--- config.mk ---
export PLATFORM = sky130hd
export DESIGN_NAME = status_event_gen
export DESIGN_NICKNAME = d
export VERILOG_FILES = /design/src/rtl/mission_status_pkg.sv /design/src/rtl/sensor_debounce.sv /design/src/rtl/status_event_gen.sv
export SDC_FILE = /design/constraint.sdc
export NUM_CORES = 1
export LEC_CHECK = 0
export BUFFER_PORTS_ARGS = -buffer_cell sky130_fd_sc_hd__buf_2
export CORE_UTILIZATION = 55
export DETAILED_ROUTE_END_ITERATION = 8
export PLACE_DENSITY = 0.87
export SYNTH_ARGS = -nofsm -noshare
export SYNTH_HDL_FRONTEND = slang
export SYNTH_SLANG_ARGS = --single-unit
export TNS_END_PERCENT = 10
--- constraint.sdc ---
create_clock -name clk_3125KHz -period 3.44 [get_ports clk_3125KHz]
set_input_delay 0.516 -clock clk_3125KHz [delete_from_list [all_inputs] [get_ports clk_3125KHz]]
set_output_delay 0.516 -clock clk_3125KHz [all_outputs]
set_load 0.05 [all_outputs]
--- src/rtl/mission_status_pkg.sv ---
// Shared types for the mission status generator:
// FSM states, unit zone codes and default timing constants.
package mission_status_pkg;

    typedef enum logic [2:0] {
        ST_IDLE,
        ST_SEEK,
        ST_FAULT,
        ST_CARRY,
        ST_DONE
    } mission_state_t;

    localparam logic [1:0] UNIT_NONE = 2'b00;
    localparam logic [1:0] UNIT_EU   = 2'b01;
    localparam logic [1:0] UNIT_CU   = 2'b10;
    localparam logic [1:0] UNIT_RU   = 2'b11;

    localparam int DEB_CYCLES_DEF = 3125;
    localparam int NODE_HOLD_DEF  = 3125;

endpackage

--- src/rtl/sensor_debounce.sv ---
// Raw sensor conditioning: 2-flop synchroniser, debounce, rising-edge detect.
// Debounce filter is present only when STATUS_DEBOUNCE_EN is defined.
module sensor_debounce
    import mission_status_pkg::*;
#(
    parameter int DEB_CYCLES = DEB_CYCLES_DEF
) (
    input  logic clk_3125KHz,
    input  logic rst_n,
    input  logic raw,
    output logic rise
);

    logic sync1;
    logic sync2;
    logic level;
    logic level_q;

    always_ff @(posedge clk_3125KHz or negedge rst_n) begin
        if (!rst_n) begin
            sync1 <= 1'b0;
            sync2 <= 1'b0;
        end else begin
            sync1 <= raw;
            sync2 <= sync1;
        end
    end

`ifdef STATUS_DEBOUNCE_EN
    localparam int CW = $clog2(DEB_CYCLES + 1);

    logic [CW-1:0] cnt;

    // Any sample that agrees with the current level restarts the count.
    always_ff @(posedge clk_3125KHz or negedge rst_n) begin
        if (!rst_n) begin
            cnt   <= '0;
            level <= 1'b0;
        end else if (sync2 == level) begin
            cnt <= '0;
        end else if (cnt == CW'(DEB_CYCLES - 1)) begin
            cnt   <= '0;
            level <= sync2;
        end else begin
            cnt <= cnt + CW'(1);
        end
    end
`else
    logic unused_deb;

    assign unused_deb = (DEB_CYCLES != 0);
    assign level      = sync2;
`endif

    always_ff @(posedge clk_3125KHz or negedge rst_n) begin
        if (!rst_n) begin
            level_q <= 1'b0;
        end else begin
            level_q <= level;
        end
    end

    assign rise = level & ~level_q;

endmodule

--- src/rtl/status_event_gen.sv ---
// Mission status generator: sequences sensor and arm events into LED flags.
// Define STATUS_DEBOUNCE_EN to enable the sensor debounce filter.
module status_event_gen
    import mission_status_pkg::*;
#(
    parameter int DEB_CYCLES = DEB_CYCLES_DEF,
    parameter int NODE_HOLD  = NODE_HOLD_DEF,
    parameter int MAX_FAULTS = 3
) (
    input  logic       clk_3125KHz,
    input  logic       rst_n,
    input  logic       start,
    input  logic [1:0] unit_sel,
    input  logic       fault_sense,
    input  logic       node_sense,
    input  logic       pick_done,
    input  logic       drop_done,
    output logic       fault_detect,
    output logic       block_picked,
    output logic       node_flag,
    output logic       object_drop,
    output logic       run_complete,
    output logic       EU_fault_flag,
    output logic       CU_fault_flag,
    output logic       RU_fault_flag,
    output logic [1:0] faults_serviced
);

    localparam int NW = $clog2(NODE_HOLD + 1);

    mission_state_t state;
    logic           fault_rise;
    logic           node_rise;
    logic [NW-1:0]  node_cnt;
    logic [1:0]     srv_next;

    sensor_debounce #(.DEB_CYCLES(DEB_CYCLES)) u_fault_deb (
        .clk_3125KHz (clk_3125KHz),
        .rst_n       (rst_n),
        .raw         (fault_sense),
        .rise        (fault_rise)
    );

    sensor_debounce #(.DEB_CYCLES(DEB_CYCLES)) u_node_deb (
        .clk_3125KHz (clk_3125KHz),
        .rst_n       (rst_n),
        .raw         (node_sense),
        .rise        (node_rise)
    );

    assign srv_next = faults_serviced + 2'd1;

    always_ff @(posedge clk_3125KHz or negedge rst_n) begin
        if (!rst_n) begin
            state           <= ST_IDLE;
            fault_detect    <= 1'b0;
            block_picked    <= 1'b0;
            object_drop     <= 1'b0;
            run_complete    <= 1'b0;
            EU_fault_flag   <= 1'b0;
            CU_fault_flag   <= 1'b0;
            RU_fault_flag   <= 1'b0;
            faults_serviced <= 2'd0;
        end else begin
            unique case (state)
                ST_IDLE: begin
                    if (start) state <= ST_SEEK;
                end
                ST_SEEK: begin
                    // Unit is latched here; later zone changes are ignored.
                    if (fault_rise && unit_sel != UNIT_NONE) begin
                        state         <= ST_FAULT;
                        fault_detect  <= 1'b1;
                        object_drop   <= 1'b0;
                        EU_fault_flag <= (unit_sel == UNIT_EU);
                        CU_fault_flag <= (unit_sel == UNIT_CU);
                        RU_fault_flag <= (unit_sel == UNIT_RU);
                    end
                end
                ST_FAULT: begin
                    if (pick_done) begin
                        state        <= ST_CARRY;
                        fault_detect <= 1'b0;
                        block_picked <= 1'b1;
                    end
                end
                ST_CARRY: begin
                    if (drop_done) begin
                        block_picked    <= 1'b0;
                        EU_fault_flag   <= 1'b0;
                        CU_fault_flag   <= 1'b0;
                        RU_fault_flag   <= 1'b0;
                        faults_serviced <= srv_next;
                        if (srv_next == 2'(MAX_FAULTS)) begin
                            state        <= ST_DONE;
                            run_complete <= 1'b1;
                            object_drop  <= 1'b0;
                        end else begin
                            state       <= ST_SEEK;
                            object_drop <= 1'b1;
                        end
                    end
                end
                ST_DONE: begin
                    if (start) begin
                        state           <= ST_SEEK;
                        run_complete    <= 1'b0;
                        object_drop     <= 1'b0;
                        faults_serviced <= 2'd0;
                    end
                end
                default: state <= ST_IDLE;
            endcase
        end
    end

    // Retriggerable hold: each armed edge restarts the full window.
    always_ff @(posedge clk_3125KHz or negedge rst_n) begin
        if (!rst_n) begin
            node_cnt  <= '0;
            node_flag <= 1'b0;
        end else if (node_rise && state != ST_IDLE) begin
            node_cnt  <= NW'(NODE_HOLD - 1);
            node_flag <= 1'b1;
        end else if (node_cnt != '0) begin
            node_cnt <= node_cnt - NW'(1);
        end else begin
            node_flag <= 1'b0;
        end
    end

endmodule

==> results.py <==
metrics = {
    "floorplanning": {
        "die_area_sq_um": 2933,
        "dieHeight_um": 54.16,
        "floorplan.initialDensity": 0.5933,
        "fp.dieW_um": 54.16,
        "coreArea_sq_um": 2522,
        "io_pins": 19,
        "rows": 18,
    },
    "critical_path": {
        "regToRegStartpoint": "node_cnt[0]$_DFFE_PN0P_",
        "worstSetupPathType": "reg2reg",
        "cp_cell_sequence": "inv_1, ha_1, nor3b_2, nand4_1, xnor2_1, nor2_1",
        "reg2reg_slack_ns": 1.48,
        "path_max_fanout": 6,
        "cp_slowest_cell": "dfrtp_1",
        "r2r-end": "node_cnt[0]$_DFFE_PN0P_",
        "start_kind": "register",
        "crit_family": "simple AND/OR/NAND/NOR gates",
        "worstPathArrival_ns": 2.14,
        "critPathMaxStageDelay_ns": 0.44,
        "cp-end-kind": "register",
        "r2r_cells": 6,
        "required_ns": 3.62,
        "path_buf_inv": 1,
    },
    "cells_and_area": {
        "final_layout_size_suffix_gt1_frac": 0.2289,
        "final_net_count": 177,
        "reg_top3": "node_cnt x12, state x3, faults_serviced x2",
        "num_antenna_cells": 0,
        "multiInputGateArea_sq_um": 673.1,
        "syn_to_final_growth_pct": 13.13,
        "regMostFlops": "node_cnt",
        "regArea_sq_um": 775.7,
        "fillCellCount": 193,
        "stdcell_count": 196,
        "largest_reg_flops": 12,
        "final_cell_area_sq_um": 1693,
    },
    "hold_path": {
        "hp-class": "in2async",
    },
    "drt": {
        "wl_um": 2870,
        "wl_per_cell_um": 14.64,
        "first_pass_iters": 4,
        "initialDrtViolationCount": 27,
        "vias_per_cell": 5.745,
        "num_vias": 1126,
        "detail-route-antenna-nets": 0,
        "drc": 0,
    },
    "clocking": {
        "cts_tree": "yes",
        "cts_buffer_depth": 2,
        "cts_setup_buffers": 0,
        "clkSlewWorstSetupHoldPaths_ns": 0.09,
        "holdBufCountCts": 0,
        "clock-sinks": 31,
        "cts_max_level": 2,
        "ctsRootBufferMaster": "clkbuf_4",
        "ctsResizeCount": 0,
        "clk_latency_ns": 0.33,
        "cts_made_buffers": 5,
    },
    "power": {
        "clkPwrFrac": 0.207,
        "pwr-share-comb": 0.380,
        "powerDensity_nw_per_um2": 831.9,
        "switching_share": 0.4196,
        "leakage_nw": 0.7750,
        "p_sw_w": 0.0005908,
        "ir_drop_v": 0.0006150,
        "pwr-share-seq": 0.413,
        "intPower_w": 0.0008174,
    },
    "grt": {
        "grt_usage": 0.2349,
        "grt_pass1_vias": 1054,
        "grt_max_degree": 32,
        "grt_pass1_wl_um": 4692,
        "antenna_found_initial": 0,
        "overflow": 0,
    },
    "yosys": {
        "async_flop_share": 1.000,
        "synth-main-ff-cell": "dfrtp_1",
        "syn_inst": 144,
        "synth_edf_count": 0,
        "synth_warnings": 0,
        "seq_area_frac_synth": 0.5184,
        "syn_nets": 156,
        "synth_area_sq_um": 1496,
        "ys_types": 37,
        "synth-seq-cells": 31,
        "syn_area_per_cell_sq_um": 10.39,
    },
    "timing": {
        "rsz0062_at_grt": "false",
        "setup_viol": 0,
        "worst_slew_pin_slew_ns": 0.9072,
        "finalCritPeriodShare": 0.5702,
        "fmax_mhz": 509.8,
        "setup-tns-final_ns": 0,
        "maxSlewHeadroom": 0.3939,
        "slew_violations": 0,
        "finalHoldViolations": 0,
        "skew_ns": 0.004892,
        "holdWs_ns": 0.2058,
        "fin_crit_ns": 1.961,
    },
    "run_status": {
        "outcome": "complete, no violations",
    },
    "placed_design": {
        "place_area_sq_um": 1607,
        "dp_cells": 188,
        "port_buffers": 18,
        "dp_hpwl_um": 2118,
        "gpl.final_weighted_congestion": 0.8355,
    },
    "job": {
        "cap_violations": 0,
    },
}
## how the worst max path moves through the flow
stage                                  from                 endpoint  slack (ns)  cells past startpoint
global route        node_cnt[0]$_DFFE_PN0P_  node_cnt[5]$_DFFE_PN0P_        1.32                      6
global placement    node_cnt[0]$_DFFE_PN0P_  node_cnt[5]$_DFFE_PN0P_        1.67                      6
CTS                 node_cnt[0]$_DFFE_PN0P_  node_cnt[0]$_DFFE_PN0P_        1.52                      6
finish              node_cnt[0]$_DFFE_PN0P_  node_cnt[0]$_DFFE_PN0P_        1.48                      6
detailed placement  node_cnt[0]$_DFFE_PN0P_  node_cnt[0]$_DFFE_PN0P_        1.54                      6
floorplan           node_cnt[0]$_DFFE_PN0P_  node_cnt[5]$_DFFE_PN0P_        1.77                      6
## routing by layer
metal,global-route usage,vias up,share of wire
li1,-,549,-
met1,0.2742,538,0.43
met2,0.3963,33,0.51
met3,0.08475,6,0.046
met4,0.07692,0,0.012
met5,0,-,0
## layout make-up
cell class	count	share of cell area
inverters	8	0.01774
flip-flops and latches	31	0.4582
multi-input cells	101	0.3976
clock inverters	2	0.02069
clock buffers	6	0.03030
well taps	30	0.02217
repair buffers	18	0.05322
## cell families (layout without fill, tap and decap cells)
| group | count (synthesis) | after routing | synth area share |
|---|---|---|---|
| simple gates | 58 | 58 | 0.2257 |
| flops | 31 | 31 | 0.5184 |
| compound gates | 26 | 26 | 0.1062 |
| buf+inv | 12 | 34 | 0.03178 |
| mux | 9 | 9 | 0.06354 |
| xor+xnor | 5 | 5 | 0.02926 |
| fa+ha+maj | 3 | 3 | 0.02509 |
## metrics by stage
step / power (W) / util / setup WS, ns
floorplan: 0.0009863 / - / 1.772
global placement: 0.001083 / 0.6369 / 1.670
detailed placement: 0.001121 / 0.6369 / 1.541
CTS: 0.001418 / 0.6711 / 1.516
global route: 0.001503 / 0.6711 / 1.318
finish: 0.001408 / 0.6711 / 1.479
## power by group through the flow
stage          clock [W]  combinational (W)  sequential [W]
3_3_place_gp           0           0.000508        0.000575
5_1_grt         0.000315           0.000588        0.000601
2_1_floorplan          0           0.000303        0.000684
4_1_cts         0.000301           0.000538        0.000580
3_5_place_dp           0           0.000534        0.000587
6_report        0.000292           0.000535        0.000582
## worst register-to-register path, delay by kind of cell (launching register included)
kind	cells	cell delay [ns]
xor gates and xnor gates	1	0.26
adders and majority gates	1	0.18
buffers and inverters	1	0.11
DFF	1	0.44
and+or+nand+nor	3	0.82
## synthesized netlist by cell type, types with 2 or more instances
library cell,n,area (sq um)
mux2i_1,5,50.05
buf_2,2,10.01
mux2_2,4,45.04
nand4_1,2,12.51
nor2_1,17,63.81
ha_1,3,37.54
a21oi_1,10,50.05
inv_1,8,30.03
nand2_1,13,48.80
nor3_1,3,15.01
a31oi_1,2,12.51
a211oi_1,3,22.52
o31ai_1,3,22.52
nor4_2,2,25.02
nand3_1,3,15.01
nor2b_1,2,12.51
clkbuf_1,2,7.510
dfrtp_1,31,775.7
o21ai_0,4,20.02
xnor2_1,4,35.03
nand2b_1,2,12.51
nor3b_1,4,30.03
## placed cells by master, fill, tap and decap left out, types with 2 or more instances in the layout
cell / synthesis / routed
dfrtp_1: 31 / 31
buf_2: 2 / 18
nor2_1: 17 / 17
nand2_1: 13 / 13
a21oi_1: 10 / 10
inv_1: 8 / 8
mux2i_1: 5 / 5
clkbuf_4: 0 / 5
nor3b_1: 4 / 4
xnor2_1: 4 / 4
o21ai_0: 4 / 4
mux2_2: 4 / 4
nor3_1: 3 / 3
a211oi_1: 3 / 3
o31ai_1: 3 / 3
nand3_1: 3 / 3
ha_1: 3 / 3
nor4_2: 2 / 2
nand4_1: 2 / 2
nand2b_1: 2 / 2
a31oi_1: 2 / 2
nor2b_1: 2 / 2
Note: power is estimated with default switching activity, not from simulation.
